<file path="config.mk">
export PLATFORM = sky130hd
export DESIGN_NAME = rom_prefetch_queue
export DESIGN_NICKNAME = d
export VERILOG_FILES = /design/src/rtl/rom_prefetch_queue.sv
export SDC_FILE = /design/constraint.sdc
export NUM_CORES = 1
export LEC_CHECK = 0
export ABC_CLOCK_PERIOD_IN_PS = 6200
export BUFFER_PORTS_ARGS = -buffer_cell sky130_fd_sc_hd__buf_2
export CELL_PAD_IN_SITES_DETAIL_PLACEMENT = 1
export CELL_PAD_IN_SITES_GLOBAL_PLACEMENT = 1
export CORE_UTILIZATION = 41
export DETAILED_ROUTE_END_ITERATION = 6
export PLACE_DENSITY = 0.86
export SYNTH_ARGS = -nofsm -noshare
export SYNTH_HDL_FRONTEND = slang
export SYNTH_SLANG_ARGS = --single-unit
</file>
<file path="constraint.sdc">
create_clock -name clk -period 6.2 [get_ports clk]
set_clock_uncertainty 0.15 [all_clocks]
set_input_delay 1.55 -clock clk [delete_from_list [all_inputs] [get_ports clk]]
set_output_delay 1.55 -clock clk [all_outputs]
set_load 0.01 [all_outputs]
</file>
<file path="src/rtl/rom_prefetch_queue.sv">
// rtl/rom_prefetch_queue.sv - sliding-window ROM prefetch queue in front of the QSPI flash stream (optional stats: ROM_PREFETCH_STATS_EN)
module rom_prefetch_queue #(
    parameter int                         ADDR_BITS       = 12,
    parameter int                         FLASH_ADDR_BITS = 24,
    parameter logic [FLASH_ADDR_BITS-1:0] FLASH_BASE      = 24'h100000,
    parameter int                         DEPTH           = 4
) (
    input  logic                       clk,
    input  logic                       rst_n,
    input  logic                       rom_req,
    input  logic [ADDR_BITS-1:0]       rom_addr,
    output logic [7:0]                 rom_data,
    output logic                       rom_wait,
    output logic [FLASH_ADDR_BITS-1:0] fl_addr,
    output logic                       fl_start,
    output logic                       fl_stop,
    output logic                       fl_stall,
    input  logic [7:0]                 fl_data,
    input  logic                       fl_ready,
`ifdef ROM_PREFETCH_STATS_EN
    output logic [15:0]                stat_hits,
    output logic [15:0]                stat_misses,
`endif
    input  logic                       fl_busy
);

    localparam int PW = $clog2(DEPTH);
    localparam int CW = PW + 1;
    localparam logic [CW-1:0] FULL = CW'(DEPTH);

    typedef enum logic [1:0] {S_IDLE, S_STREAM, S_STOP} state_t;

    state_t                     state_q, state_d;
    logic [ADDR_BITS-1:0]       base_q, base_d;
    logic [CW-1:0]              count_q, count_d;
    logic [PW-1:0]              rd_ptr_q, rd_ptr_d;
    logic [ADDR_BITS-1:0]       tgt_q, tgt_d;
    logic                       tgt_vld_q, tgt_vld_d;
    logic [FLASH_ADDR_BITS-1:0] fl_addr_q, fl_addr_d;
    logic                       fl_start_q, fl_start_d;
    logic                       fl_stop_q, fl_stop_d;
    logic                       fl_stall_q, fl_stall_d;
    logic [7:0]                 mem_q [DEPTH];
    logic [7:0]                 mem_d [DEPTH];

    logic [ADDR_BITS-1:0]       offset;
    logic [ADDR_BITS-1:0]       count_a;
    logic [ADDR_BITS-1:0]       wrap_sum;
    logic [PW-1:0]              rd_idx;
    logic [PW-1:0]              wr_idx;
    logic                       in_stream;
    logic                       plain_hit;
    logic                       fill_ok;
    logic                       fwd_hit;
    logic                       hit;
    logic                       pending;
    logic                       jump;
    logic                       new_miss;
    logic                       start_en;
    logic [ADDR_BITS-1:0]       start_addr;

    // Hit detection; the byte arriving this cycle at the window tail is forwarded
    always_comb begin
        offset    = rom_addr - base_q;
        count_a   = ADDR_BITS'(count_q);
        in_stream = (state_q == S_STREAM);
        plain_hit = rom_req && (offset < count_a);
        // A full queue only accepts a byte when a hit this cycle frees a slot
        fill_ok   = fl_ready && in_stream && ((count_q != FULL) || (plain_hit && (offset != '0)));
        fwd_hit   = rom_req && fill_ok && (offset == count_a);
        hit       = plain_hit || fwd_hit;
        rom_wait  = rom_req && !hit;
        rd_idx    = rd_ptr_q + PW'(offset);
        wr_idx    = rd_ptr_q + PW'(count_q);
        rom_data  = fwd_hit ? fl_data : mem_q[rd_idx];
        // Waiting on the next streamed byte is not a jump; a full queue cannot deliver it
        pending   = in_stream && (offset == count_a) && (count_q != FULL);
        jump      = rom_wait && in_stream && !pending;
        case (state_q)
            S_IDLE:   new_miss = rom_wait;
            S_STREAM: new_miss = jump;
            default:  new_miss = rom_wait && (!tgt_vld_q || (rom_addr != tgt_q));
        endcase
    end

    // Window update, fill and flash-stream FSM next state
    always_comb begin
        state_d    = state_q;
        base_d     = base_q;
        count_d    = count_q;
        rd_ptr_d   = rd_ptr_q;
        tgt_d      = tgt_q;
        tgt_vld_d  = tgt_vld_q;
        fl_addr_d  = fl_addr_q;
        fl_start_d = 1'b0;
        fl_stop_d  = 1'b0;
        mem_d      = mem_q;
        start_en   = 1'b0;
        start_addr = tgt_q;
        wrap_sum   = '0;

        if (hit) begin
            base_d   = rom_addr;
            count_d  = count_q - CW'(offset);
            rd_ptr_d = rd_idx;
        end
        if (fill_ok && !jump) begin
            mem_d[wr_idx] = fl_data;
            count_d       = count_d + CW'(1);
        end

        case (state_q)
            S_IDLE: begin
                if (rom_wait) begin
                    if (!fl_busy) begin
                        start_en   = 1'b1;
                        start_addr = rom_addr;
                    end else begin
                        tgt_d     = rom_addr;
                        tgt_vld_d = 1'b1;
                        state_d   = S_STOP;
                    end
                end
            end
            S_STREAM: begin
                wrap_sum = base_d + ADDR_BITS'(count_d);
                if (jump) begin
                    tgt_d     = rom_addr;
                    tgt_vld_d = 1'b1;
                    fl_stop_d = 1'b1;
                    base_d    = rom_addr;
                    count_d   = '0;
                    state_d   = S_STOP;
                end else if (fill_ok && (wrap_sum == '0)) begin
                    // Stream crossed the top of ROM space; keep what we have
                    fl_stop_d = 1'b1;
                    tgt_vld_d = 1'b0;
                    state_d   = S_STOP;
                end
            end
            default: begin
                if (rom_wait) begin
                    tgt_d     = rom_addr;
                    tgt_vld_d = 1'b1;
                end
                if (!fl_busy) begin
                    if (rom_wait) begin
                        start_en   = 1'b1;
                        start_addr = rom_addr;
                    end else if (tgt_vld_q) begin
                        start_en   = 1'b1;
                        start_addr = tgt_q;
                    end else begin
                        state_d = S_IDLE;
                    end
                end
            end
        endcase

        if (start_en) begin
            fl_start_d = 1'b1;
            fl_addr_d  = FLASH_BASE + FLASH_ADDR_BITS'(start_addr);
            base_d     = start_addr;
            count_d    = '0;
            tgt_vld_d  = 1'b0;
            state_d    = S_STREAM;
        end

        fl_stall_d = (count_d == FULL);
    end

    // State registers
    always_ff @(posedge clk) begin
        if (!rst_n) begin
            state_q    <= S_IDLE;
            base_q     <= '0;
            count_q    <= '0;
            rd_ptr_q   <= '0;
            tgt_q      <= '0;
            tgt_vld_q  <= 1'b0;
            fl_addr_q  <= FLASH_BASE;
            fl_start_q <= 1'b0;
            fl_stop_q  <= 1'b0;
            fl_stall_q <= 1'b0;
        end else begin
            state_q    <= state_d;
            base_q     <= base_d;
            count_q    <= count_d;
            rd_ptr_q   <= rd_ptr_d;
            tgt_q      <= tgt_d;
            tgt_vld_q  <= tgt_vld_d;
            fl_addr_q  <= fl_addr_d;
            fl_start_q <= fl_start_d;
            fl_stop_q  <= fl_stop_d;
            fl_stall_q <= fl_stall_d;
        end
    end

    // Queue storage needs no reset; count gates validity
    always_ff @(posedge clk) begin
        mem_q <= mem_d;
    end

    assign fl_addr  = fl_addr_q;
    assign fl_start = fl_start_q;
    assign fl_stop  = fl_stop_q;
    assign fl_stall = fl_stall_q;

`ifdef ROM_PREFETCH_STATS_EN
    logic [15:0] stat_hits_q, stat_hits_d;
    logic [15:0] stat_misses_q, stat_misses_d;

    // Saturating hit / miss-event counters
    always_comb begin
        stat_hits_d   = stat_hits_q;
        stat_misses_d = stat_misses_q;
        if (hit && (stat_hits_q != 16'hFFFF)) begin
            stat_hits_d = stat_hits_q + 16'd1;
        end
        if (new_miss && (stat_misses_q != 16'hFFFF)) begin
            stat_misses_d = stat_misses_q + 16'd1;
        end
    end

    // Counter registers
    always_ff @(posedge clk) begin
        if (!rst_n) begin
            stat_hits_q   <= '0;
            stat_misses_q <= '0;
        end else begin
            stat_hits_q   <= stat_hits_d;
            stat_misses_q <= stat_misses_d;
        end
    end

    assign stat_hits   = stat_hits_q;
    assign stat_misses = stat_misses_q;
`else
    logic unused_miss;
    assign unused_miss = new_miss;
`endif

endmodule

</file>
; After elaboration in Yosys (flattened, before gate mapping)
; Cells that the tools add are included.
[op_classes]
addsub = 7
mul = 0
div_mod_pow = 0
order_cmp = 4
n_eq_ne = 17
shifts = 0
n_mux = 49
n_bitwise = 3
reduce_logical = 29
[ops]
columns = operator, count
row1 = two-way mux 12 bit, 11
row2 = case mux 12 bit (2 select lines), 2
row3 = bitwise mux 32 bit, 1
row4 = two-way mux 8 bit, 4
row5 = adder 21 x 12 -> 22 bit (first input constant), 1
row6 = binary-select mux 8 bit (select 2 bit), 1
row7 = demux 8 bit (select 2 bit), 1
row8 = two-way mux 3 bit, 5
row9 = logical AND 1 bit, 14
row10 = two-way mux 1 bit, 14
row11 = two-way mux 2 bit, 7
row12 = adder 12 x 3 -> 12 bit, 1
row13 = equality test 12 x 3 -> 1 bit, 1
row14 = zero test 12 bit, 1
row15 = less-than comparator 12 x 3 -> 1 bit, 1
row16 = inequality test 4 x 1 -> 1 bit (second input constant), 3
row17 = AND reduction 6 bit, 2
row18 = nonzero test 12 bit, 1
row19 = subtractor 12 bit, 1
row20 = inequality test 3 x 1 -> 1 bit (second input constant), 3
row21 = inequality test 3 bit (second input constant), 3
row22 = greater-or-equal comparator 3 bit (second input constant), 2
row23 = inverter 2 -> 3 bit, 2
row24 = adder 2 bit, 2
row25 = other kinds (20), 25
[word_totals]
register_bits = 91
latch_bits = 0
ramBits = 0
romBits = 0
memories = 0

; Depth between registers and ports, before layout
; Gate-level depths: netlist of the first run.
[depth]
depth_word = 23
depth_mapped = 24

; Worst setup path before layout of the first run
; No wires, ideal clock.
[synth_path]
kind = in2reg
startpoint = input port rom_addr[0]
endpoint = register tgt_vld_q
setup_time_ns = 0.116
t_arrival_ns = 6.184
required_ns = 5.934
setup_slack_ns = -0.250
cell_stages = 23
path_buffers = 1
path_cell_list = inv_1 ha_1 inv_1 fa_1 xor2_1 ha_1 nand3_1 or3b_1 o21a_1 or3_1 buf_2 mux2_4 ha_1 mux2_4 inv_1 fa_1 inv_1 a21oi_1 or3_1 a21oi_1 mux2i_1 o41a_1 o211a_1
[synth_between]
elab_chain_cells = 21
word_cells_on_any_way = 39
classes_between = add/sub: 4 / order compare: 1 / eq/ne: 3 / mux: 9 / reduce/logical: 22
[synth_rtl]
columns = element, line
row1 = "start, declared", 11  ; input logic [ADDR_BITS-1:0] rom_addr,
row2 = "parallel branches: the longest is 21 deep, another holds subtractor 12 bit", --
row3 = "end signal, assigned", 191  ; tgt_vld_q <= tgt_vld_d;
row4 = "end, declared", 38  ; logic tgt_vld_q, tgt_vld_d;
; Parallel ways; which one is timed is not known.
; A chain may end at the register's enable or synchronous reset.

; Worst setup path in the final report of the first run
; Ends and elaborated chain as after synthesis.

==> results.txt, run 1 <==
power per cell area = 250.9 nW/um^2
cts bufs inserted = 9
register area share after synthesis = 39.34%
worst setup path start = rom_addr[0]
area grow syn2layout = 24.59%
Final Max Slew Viols = 0
GRT overflow = 0
core area = 11470 sq um
Post-synth EDFFs = 32
diode count = 0
Seq. cell area = 1902 sq um
Die Y = 110.6 um
clk buf depth = 2
Cell Area, Synth = 4835 sq um
Worst VDD drop = 0.0002246 V
Reg-to-Reg Start = base_q[0]
root buffer cell = clkbuf_16
Filler Cells Inserted = 1265
end of the critical path = tgt_vld_q
Period minus WS final = 6.190 ns
Crit Path Max Fanout = 4
Mean Syn Cell Area = 10.11 sq um
Setup Viol. Count Final = 0
initial antenna violation count = 0
critical path arrival = 6.27 ns
gpl congestion = 0.9624
number of max-cap violations = 0
post-route worst setup slack = 0.009615 ns
Worst Hold Class = reg -> reg
Cell variety after synth = 68
ys flop type = dfxtp_1
Synth Register Bits = 79
die area = 12230 sq um
CP required = 6.28 ns
port bufs = 48
RR Endpoint = tgt_vld_q
Crit-path slowest cell = or3_4
drt drc = 0
worst-margin pin slew = 0.7681 ns
Cells after Synth = 478
top achievable clock speed = 161.5 MHz
Sink Count = 79
Crit. End Element = register
setup TNS = 0 ns
area occupied by multi-input gates = 2872 sq um
Top Ports = 61
worst reg2reg path depth = 21
RSZ-0062 raised after global routing = true
clk slew on worst S/H paths = 0.06 ns
status = finished, final reports clean
largest net degree at the start of global routing = 46
Syn. warnings = 0
most frequent cells in the layout = 53 x buf_4, 47 x dfxtp_1, 47 x buf_2
final wirelength = 15.23 mm
Rel. slew slack = 48.79%
vias post-DR = 4129
post-route ant nets = 0
FP Rows = 39
Die Width = 110.6 um
wire length per cell = 21.36 um
type of origin of the critical path = input pin
CTS tree = done
largest stage delay on the critical path = 0.42 ns
commonest non-fill, non-tap cell in the layout = buf_4
Final Cell Area = 6023 sq um
dpl hpwl = 10.44 mm
Final Hold Vio Count = 0
number of global-route vias before repair = 4518
Worst path most repeated cell = ha_4
first-pass GRT wire length = 24.12 mm
CP Cell Sequence = buf_8 > inv_4 > ha_4 > inv_2 > fa_2 > xor2_4 > ha_4 > nand3_4 > or3b_4 > o21a_1 > or3_4 > mux2_4 > ha_4 > mux2_4 > inv_2 > fa_2 > buf_6 > xor2_2 > nand3b_1 > a21oi_4 > mux2i_4 > o41a_1 > o211a_1
Leakage Power = 2.542 nW
Total Power = 1.511 mW
Setup Slack @ Placement = -0.4812 ns
DR vias/cell = 5.791
Nets = 615
critical path class = in -> reg
fin crit share = 99.84%
placed inst area = 5513 sq um
reg-to-reg slack, setup = 0.91 ns
final core utilization = 52.53%
layout cells sized above 1 = 32.81%
1st-pass router iterations = 4
total track usage = 25.09%
Worst-Skew Late Latency = 0.35 ns
H-Tree Depth = 3
Initial Utilization = 42.16%
async set-reset flop share out of synthesis = 0%
Initial DRC Count = 206
==> registers in the layout, summed over array words and instances, names as in the netlist <==
name and cells:
fl_stall 1, fl_addr 12, tgt_q 12, tgt_vld_q 1, fl_stop 1, state_q 2
mem_q 32, fl_start 1, rd_ptr_q 2, count_q 3, base_q 12
==> cells in the mapped netlist, types with 13 or more instances <==
master / instances / share of area (%)
o211a_1: 15 / 3.1
nor2b_1: 18 / 2.3
buf_4: 13 / 2.0
mux2i_1: 16 / 3.3
nand2_1: 38 / 3.0
ha_1: 21 / 5.4
o31ai_1: 13 / 2.0
dfxtp_1: 47 / 19
a21oi_1: 20 / 2.1
edfxtp_1: 32 / 20
nand3_1: 20 / 2.1
nor2_1: 15 / 1.2
inv_1: 36 / 2.8
==> what timing repair did <==
item / CTS / global route
setup buffers: 2 / 3
cloned: 0 / 0
gates resized for setup: 11 / 25
hold buffers: 0 / 0
setup endpoints to repair: 12 / 12
pin swaps: 6 / 9
==> metal layers <==
metal,GRT usage [%],up-vias,part of all wire [%]
li1,-,1909,-
met1,29.53,2082,41
met2,44.51,111,53
met3,4.555,27,3.5
met4,10.76,0,2.7
met5,0,-,0
==> metrics by stage <==
stage	hold slack (ns)	cells
final	0.3224	713
after global routing	0.3454	713
after CTS	0.3280	710
after detailed placement	0.3132	693
after global placement	0.3005	693
after floorplan	0.3266	488
==> worst min path at each step <==
stage / startpoint / end / slack [ns] / depth (start not counted)
finish: fl_addr[0] / fl_addr[0] / 0.32 / 2
CTS: fl_addr[0] / fl_addr[0] / 0.33 / 2
floorplan: base_q[5] / base_q[5] / 0.33 / 2
global placement: fl_addr[0] / fl_addr[0] / 0.30 / 2
detailed placement: fl_addr[0] / fl_addr[0] / 0.31 / 2
global route: fl_addr[0] / fl_addr[0] / 0.35 / 2
==> power by group <==
part | switching (mW) | leakage [nW] | internal [mW]
Clock | 0.225 | 0.136 | 0.272
Combinational | 0.237 | 1.73 | 0.193
Sequential | 0.0209 | 0.674 | 0.564
==> final cells by class <==
type / instances / area share (%)
clock buffers: 9 / 3.739
inverters: 37 / 2.347
well taps: 143 / 2.971
repair buffers: 102 / 10.95
flip-flops and latches: 79 / 31.57
multi-input cells: 337 / 47.67
clock inverters: 6 / 0.7478
==> critical path, delay by kind of cell <==
kind,cells,cell delay (ns)
adder cells (fa/ha/maj),5,1.46
AND/OR/NAND/NOR,4,1.10
AO/OA/AOI/OAI,4,0.84
multiplexers,3,0.61
buffers and inverters,5,0.36
XOR/XNOR,2,0.33
==> logic make-up (layout without fill, tap and decap cells) <==
kind of cell	Yosys count	count (layout)	synth area share, %
AOI/OAI and AO/OA	104	104	16.67
xor gates and xnor gates	13	13	2.510
adders and majority gates	24	24	6.677
buffers and inverters	72	154	7.246
DFF	79	79	39.34
muxes	39	39	11.00
other	2	12	0.1553
and+or+nand+nor	145	145	16.41
Note: power is estimated with default switching activity, not from simulation.
==> inputs of run 2 (changes only) <==
--- a/config.mk
+++ b/config.mk
@@ -12,6 +12,7 @@
 export CORE_UTILIZATION = 41
 export DETAILED_ROUTE_END_ITERATION = 6
 export PLACE_DENSITY = 0.86
+export REMOVE_ABC_BUFFERS = 1
 export SYNTH_ARGS = -nofsm -noshare
 export SYNTH_HDL_FRONTEND = slang
 export SYNTH_SLANG_ARGS = --single-unit
==> run 2 against run 1 <==
  * The run now ends with setup timing left
  * Via count grew 3.0%
  * First-iteration DRC count shrank 24%
  * Global-route usage shrank 0.16 points
  * Fmax shrank 0.58%
  * Largest power group unchanged
==> results.txt, run 2 (synthesis gave the netlist of run 1 again) <==
DR vias/cell = 5.823 (+0.56%)
fin crit share = 100.4% (+0.59 points)
clk slew on worst S/H paths = 0.06 ns (about the same)
Top Ports = 61 (unchanged)
Seq. cell area = 1902 sq um (unchanged)
first-pass GRT wire length = 23.69 mm (-1.8%)
post-route worst setup slack = -0.02672 ns (-0.03633 ns)
area grow syn2layout = 28.11%
Sink Count = 79 (unchanged)
placed inst area = 5583 sq um (+1.3%)
Final Hold Vio Count = 0 (unchanged)
Period minus WS final = 6.227 ns (+0.03633 ns)
Hold-fix buffers, CTS = 0 (unchanged)
type of origin of the critical path = input pin
hold path depth = 2 (unchanged)
diode count = 0 (unchanged)
area occupied by multi-input gates = 2910 sq um (+1.4%)
met3 usage = 5.488% (+0.93 points)
worst reg2reg path depth = 21 (unchanged)
H-Tree Depth = 3 (unchanged)
Final Cell Area = 6193 sq um (+2.8%)
Filler Cells Inserted = 1246 (-1.5%)
post-route ant nets = 0 (unchanged)
Setup Viol. Count Final = 3 (+3)
RSZ-0062 raised after global routing = true
Worst-Skew Late Latency = 0.36 ns (about the same)
Rel. slew slack = 48.15% (-0.64 points)
M2 GR Usage = 46.25% (+1.7 points)
initial antenna violation count = 0 (unchanged)
top achievable clock speed = 160.6 MHz (-0.58%)
Total Power = 1.528 mW (+1.1%)
CTS tree = done
dpl hpwl = 10.57 mm (+1.2%)
max FFs per register = 32 (unchanged)
clk buf depth = 2 (unchanged)
gpl congestion = 0.9191 (-4.5%)
vias post-DR = 4251 (+3.0%)
FP Rows = 39 (unchanged)
wire length per cell = 20.82 um (-2.5%)
1st-pass router iterations = 4 (unchanged)
grt peak-use layer = met2
largest net degree at the start of global routing = 46 (unchanged)
Worst Hold Class = reg -> reg
final wirelength = 15.20 mm (-0.20%)
CP required = 6.30 ns (+0.02 ns)
Leakage Power = 2.638 nW (+3.8%)
Final Max Slew Viols = 0 (unchanged)
status = finished with violations
GRT overflow = 0 (unchanged)
drt drc = 0 (unchanged)
critical path class = in -> reg
total track usage = 24.93% (-0.16 points)
Die Width = 110.6 um (unchanged)
core area = 11470 sq um (unchanged)
Initial Utilization = 42.16% (unchanged)
layout cells sized above 1 = 35.95% (+3.1 points)
number of max-cap violations = 0 (unchanged)
Die Y = 110.6 um (unchanged)
root buffer cell = clkbuf_16
commonest non-fill, non-tap cell in the layout = buf_4
Initial DRC Count = 157 (-24%)
number of global-route vias before repair = 4571 (+1.2%)
Nets = 632 (+2.8%)
Worst VDD drop = 0.0001972 V (-12%)
failing checks = setup timing
critical path arrival = 6.33 ns (+0.06 ns)
port bufs = 48 (unchanged)
grt met1 use = 26.42% (-3.1 points)
most frequent cells in the layout = 69 x buf_4, 47 x dfxtp_1, 45 x buf_2
setup TNS = -0.05211 ns (-0.05211 ns)
Crit. End Element = register
die area = 12230 sq um (unchanged)
worst-margin pin slew = 0.7707 ns (+0.002552 ns)
Most flops, register = mem_q
Crit Path Max Fanout = 4 (unchanged)
power per cell area = 246.7 nW/um^2 (-1.7%)
cts bufs inserted = 9 (unchanged)
[run 2: cell types whose count changed in the layout (fill, tap and decap cells not counted), sizes merged]
cell | before | now
buf | 102 | 119
clkbuf | 9 | 11
inv | 39 | 38
clkinvlp | 0 | 1
clkinv | 4 | 2
[run 2: per-stage QoR]
step | util (%) | setup slack, ns | instances | hold WS (ns)
2_1_floorplan | - | -0.4746 | 453 | 0.3256
3_3_place_gp | 48.69 | -0.4420 | 711 | 0.3076
3_5_place_dp | 48.69 | -0.6981 | 711 | 0.3093
4_1_cts | 52.37 | 0.003284 | 729 | 0.3245
5_1_grt | 54.01 | -0.1440 | 730 | 0.3725
6_report | 54.01 | -0.02672 | 730 | 0.3212
[run 2: final timing paths]
| path | slack, ns | startpoint | to |
|---|---|---|---|
| hold reg to reg | 0.32 | fl_addr[0] | fl_addr[0] |
| setup / recovery | -0.03 | rom_addr[0] | tgt_vld_q |
| hold / removal | 0.32 | fl_addr[0] | fl_addr[0] |
| setup reg to reg | 0.89 | base_q[0] | tgt_vld_q |
[run 2: final cells by class]
cell class | instances | area share [%]
clock inverters | 4 | 0.3838
flip-flops and latches | 79 | 30.71
inverters | 37 | 2.283
well taps | 143 | 2.889
clock buffers | 11 | 3.778
multi-input cells | 337 | 46.99
repair buffers | 119 | 12.97
[run 2: repair_timing]
item / 4_1_cts / 5_1_grt
pin swaps: 20 / 20
endpoints found under the setup margin: 12 / 12
gates resized for setup: 31 / 35
setup buffers: 5 / 1
gates cloned: 0 / 0
[run 2: per-layer routing]
metal	part of all wire, %	wire length, um	up-vias
li1	-	-	1957
met4	5.4	818	0
met1	38	5778	2117
met3	3.6	547	51
met5	0	0	-
met2	53	8052	126
[run 2: power breakdown]
group	switching (mW)	internal [mW]	total, mW
Combinational	0.245	0.217	0.462
Clock	0.214	0.269	0.483
Sequential	0.0188	0.564	0.583
Total	0.478	1.05	1.53
[run 2: critical path, cell delays in order]
cell and delay (ns):
buf_8 0.10, inv_4 0.05, ha_4 0.13, inv_2 0.04
fa_2 0.39, xor2_4 0.19, ha_4 0.28, nand3_2 0.08
or3b_4 0.41, o21a_1 0.19, or3_4 0.38, mux2_4 0.34
ha_4 0.21, mux2_4 0.30, ha_1 0.30, a21o_1 0.22
a21oi_4 0.17, nor2_1 0.08, a31oi_1 0.25, mux2_2 0.26
o31ai_2 0.07, buf_4 0.15, o211a_1 0.19
==> inputs of run 3 (changes only) <==
--- a/config.mk
+++ b/config.mk
@@ -9,6 +9,7 @@
 export BUFFER_PORTS_ARGS = -buffer_cell sky130_fd_sc_hd__buf_2
 export CELL_PAD_IN_SITES_DETAIL_PLACEMENT = 1
 export CELL_PAD_IN_SITES_GLOBAL_PLACEMENT = 1
+export CORE_ASPECT_RATIO = 0.5
 export CORE_UTILIZATION = 41
 export DETAILED_ROUTE_END_ITERATION = 6
 export PLACE_DENSITY = 0.86
==> run 3 against run 2 <==
  * The flow still finishes with violations (setup timing)
  * First-iteration DRC count rose by 92%
  * Non-clock buffer count is 12 higher
  * Via count up 7.0%
  * Total power up 8.7%
  * Clock-buffer cell count did not move
  * Cell count grew 4.0%
  * Hold slack gained 0.035 ns
  * Routed wire length is 14% higher
  * Final area rose by 3.3%
  * Highest routed layer unchanged
==> results.txt, run 3 (synthesis gave the netlist of run 1 again) <==
Most flops, register = mem_q
RSZ-0062 raised after global routing = true
clk slew on worst S/H paths = 0.07 ns (about the same)
final core utilization = 56.89% (+2.9 points)
Top Ports = 61 (unchanged)
Leakage Power = 2.716 nW (+3.0%)
Final Max Slew Viols = 0 (unchanged)
layout cells sized above 1 = 37.50% (+1.6 points)
number of max-cap violations = 0 (unchanged)
clk buf depth = 2 (unchanged)
Worst-Skew Late Latency = 0.35 ns (about the same)
Worst VDD drop = 0.0001129 V (-43%)
Rel. slew slack = 46.46% (-1.7 points)
worst-margin pin slew = 0.8031 ns (+0.03238 ns)
CTS tree = done
Crit-path slowest cell = or3_4
FP Rows = 27 (-31%)
Worst path most repeated cell = ha_4
Period minus WS final = 6.404 ns (+0.1773 ns)
1st-pass router iterations = 5 (+1)
diode count = 0 (unchanged)
CP Cell Sequence = buf_8 > inv_6 > ha_4 > inv_2 > fa_2 > xor2_4 > ha_4 > nand3_2 > or3b_4 > o21a_1 > or3_4 > mux2_4 > ha_4 > mux2_4 > buf_4 > ha_4 > a21o_1 > a21oi_4 > a31oi_1 > mux2_4 > o31ai_4 > o22ai_1
worst setup path start = rom_addr[0]
Initial DRC Count = 301 (+92%)
area grow syn2layout = 32.38%
top achievable clock speed = 156.2 MHz (-2.8%)
port bufs = 48 (unchanged)
die area = 12260 sq um (+0.22%)
largest net degree at the start of global routing = 46 (unchanged)
Worst Hold Class = reg -> reg
DR vias/cell = 5.993 (+2.9%)
wire length per cell = 22.73 um (+9.2%)
initial antenna violation count = 0 (unchanged)
reg-to-reg slack, setup = 0.71 ns (-0.18 ns)
root buffer cell = clkbuf_16
Sink Count = 79 (unchanged)
Worst path depth = 22 (-4.3%)
Initial Utilization = 42.98% (+0.82 points)
worst reg2reg path depth = 19 (-9.5%)
final wirelength = 17.25 mm (+14%)
max FFs per register = 32 (unchanged)
first-pass GRT wire length = 25.05 mm (+5.7%)
Die Width = 155.6 um (+41%)
commonest non-fill, non-tap cell in the layout = buf_4
failing checks = setup timing
dpl hpwl = 10.48 mm (-0.81%)
gpl congestion = 0.8857 (-3.6%)
GRT overflow = 0 (unchanged)
H-Tree Depth = 3 (unchanged)
critical path class = in -> reg
Final Hold Vio Count = 0 (unchanged)
critical path arrival = 6.46 ns (+0.13 ns)
Setup Viol. Count Final = 12 (+9)
type of origin of the critical path = input pin
power per cell area = 259.6 nW/um^2 (+5.2%)
Filler Cells Inserted = 1224 (-1.8%)
Crit Path Max Fanout = 4 (unchanged)
fin crit share = 103.3% (+2.9 points)
core area = 11250 sq um (-1.9%)
CP required = 6.26 ns (-0.04 ns)
number of global-route vias before repair = 4681 (+2.4%)
Die Y = 78.79 um (-29%)
total track usage = 26.87% (+1.9 points)
crit-path leading delay family = adder cells
vias post-DR = 4549 (+7.0%)
Nets = 644 (+1.9%)
post-route worst setup slack = -0.2040 ns (-0.1773 ns)
RR Endpoint = state_q[0]
end of the critical path = state_q[0]
CP Buf/Inv Count = 4 (unchanged)
cts bufs inserted = 9 (unchanged)
Total Power = 1.662 mW (+8.7%)
Reg-to-Reg Start = base_q[3]
Crit. End Element = register
largest stage delay on the critical path = 0.44 ns (+0.03 ns)
status = finished with violations
most frequent cells in the layout = 77 x buf_4, 47 x dfxtp_1, 46 x buf_2
post-route ant nets = 0 (unchanged)
drt drc = 0 (unchanged)
run 3: cell count changes in the layout (fill, tap and decap cells not counted), sizes merged:
| cell | delta |
|---|---|
| buf | +12 |
| inv | +1 |
| clkinv | -1 |
| bufinv | +1 |
run 3: repair_timing:
action	4_1_cts	5_1_grt
pin swaps	28	27
gates resized for setup	47	23
hold buffers	0	0
endpoints found under the setup margin	12	12
setup buffers	9	9
run 3: worst min-delay path by stage:
stage	from	end	slack, ns	cells after the start
2_1_floorplan	base_q[5]	base_q[5]	0.33	2
3_3_place_gp	fl_addr[0]	fl_addr[0]	0.30	2
3_5_place_dp	fl_addr[0]	fl_addr[0]	0.32	2
4_1_cts	fl_addr[0]	fl_addr[0]	0.33	2
5_1_grt	fl_addr[0]	fl_addr[0]	0.36	2
6_report	fl_addr[0]	fl_addr[0]	0.36	2
run 3: stage by stage:
stage	setup slack (ns)	hold WS, ns	cells	setup TNS (ns)	area (sq um)
finish	-0.2040	0.3557	759	-1.274	6400
global route	-0.2862	0.3628	759	-1.973	6400
CTS	0.002395	0.3324	752	0	6203
detailed placement	-0.8334	0.3238	728	-5.275	5610
global placement	-0.4763	0.2967	728	-2.806	5610
floorplan	-0.4746	0.3256	453	-1.714	4661
run 3: tightest hold or removal path: stages (launching register included):
cell     delay, ns
dfxtp_1       0.32
nand2_1       0.07
a21oi_1       0.07
run 3: power breakdown:
part,internal (mW),switching (mW)
Combinational,0.229,0.270
Sequential,0.564,0.0224
Clock,0.350,0.226
run 3: layout make-up:
cell class	instances	area, sq um	area share (%)
multi-input combinational	337	2919	45.61
sequential	79	1902	29.72
timing repair buffer	131	910.9	14.23
clock buffer	11	264.0	4.125
tap	159	198.9	3.109
inverter	37	143.9	2.248
clock inverter	5	61.31	0.9580
run 3: per-layer routing:
| metal | wire [um] | up-vias | GRT usage (%) | share of wire [%] |
|---|---|---|---|---|
| met4 | 946 | 0 | 12.65 | 5.5 |
| met2 | 8402 | 252 | 47.94 | 49 |
| met1 | 6902 | 2227 | 31.08 | 40 |
| met3 | 1001 | 89 | 5.841 | 5.8 |
| met5 | 0 | - | 0 | 0 |
| li1 | - | 1981 | - | - |
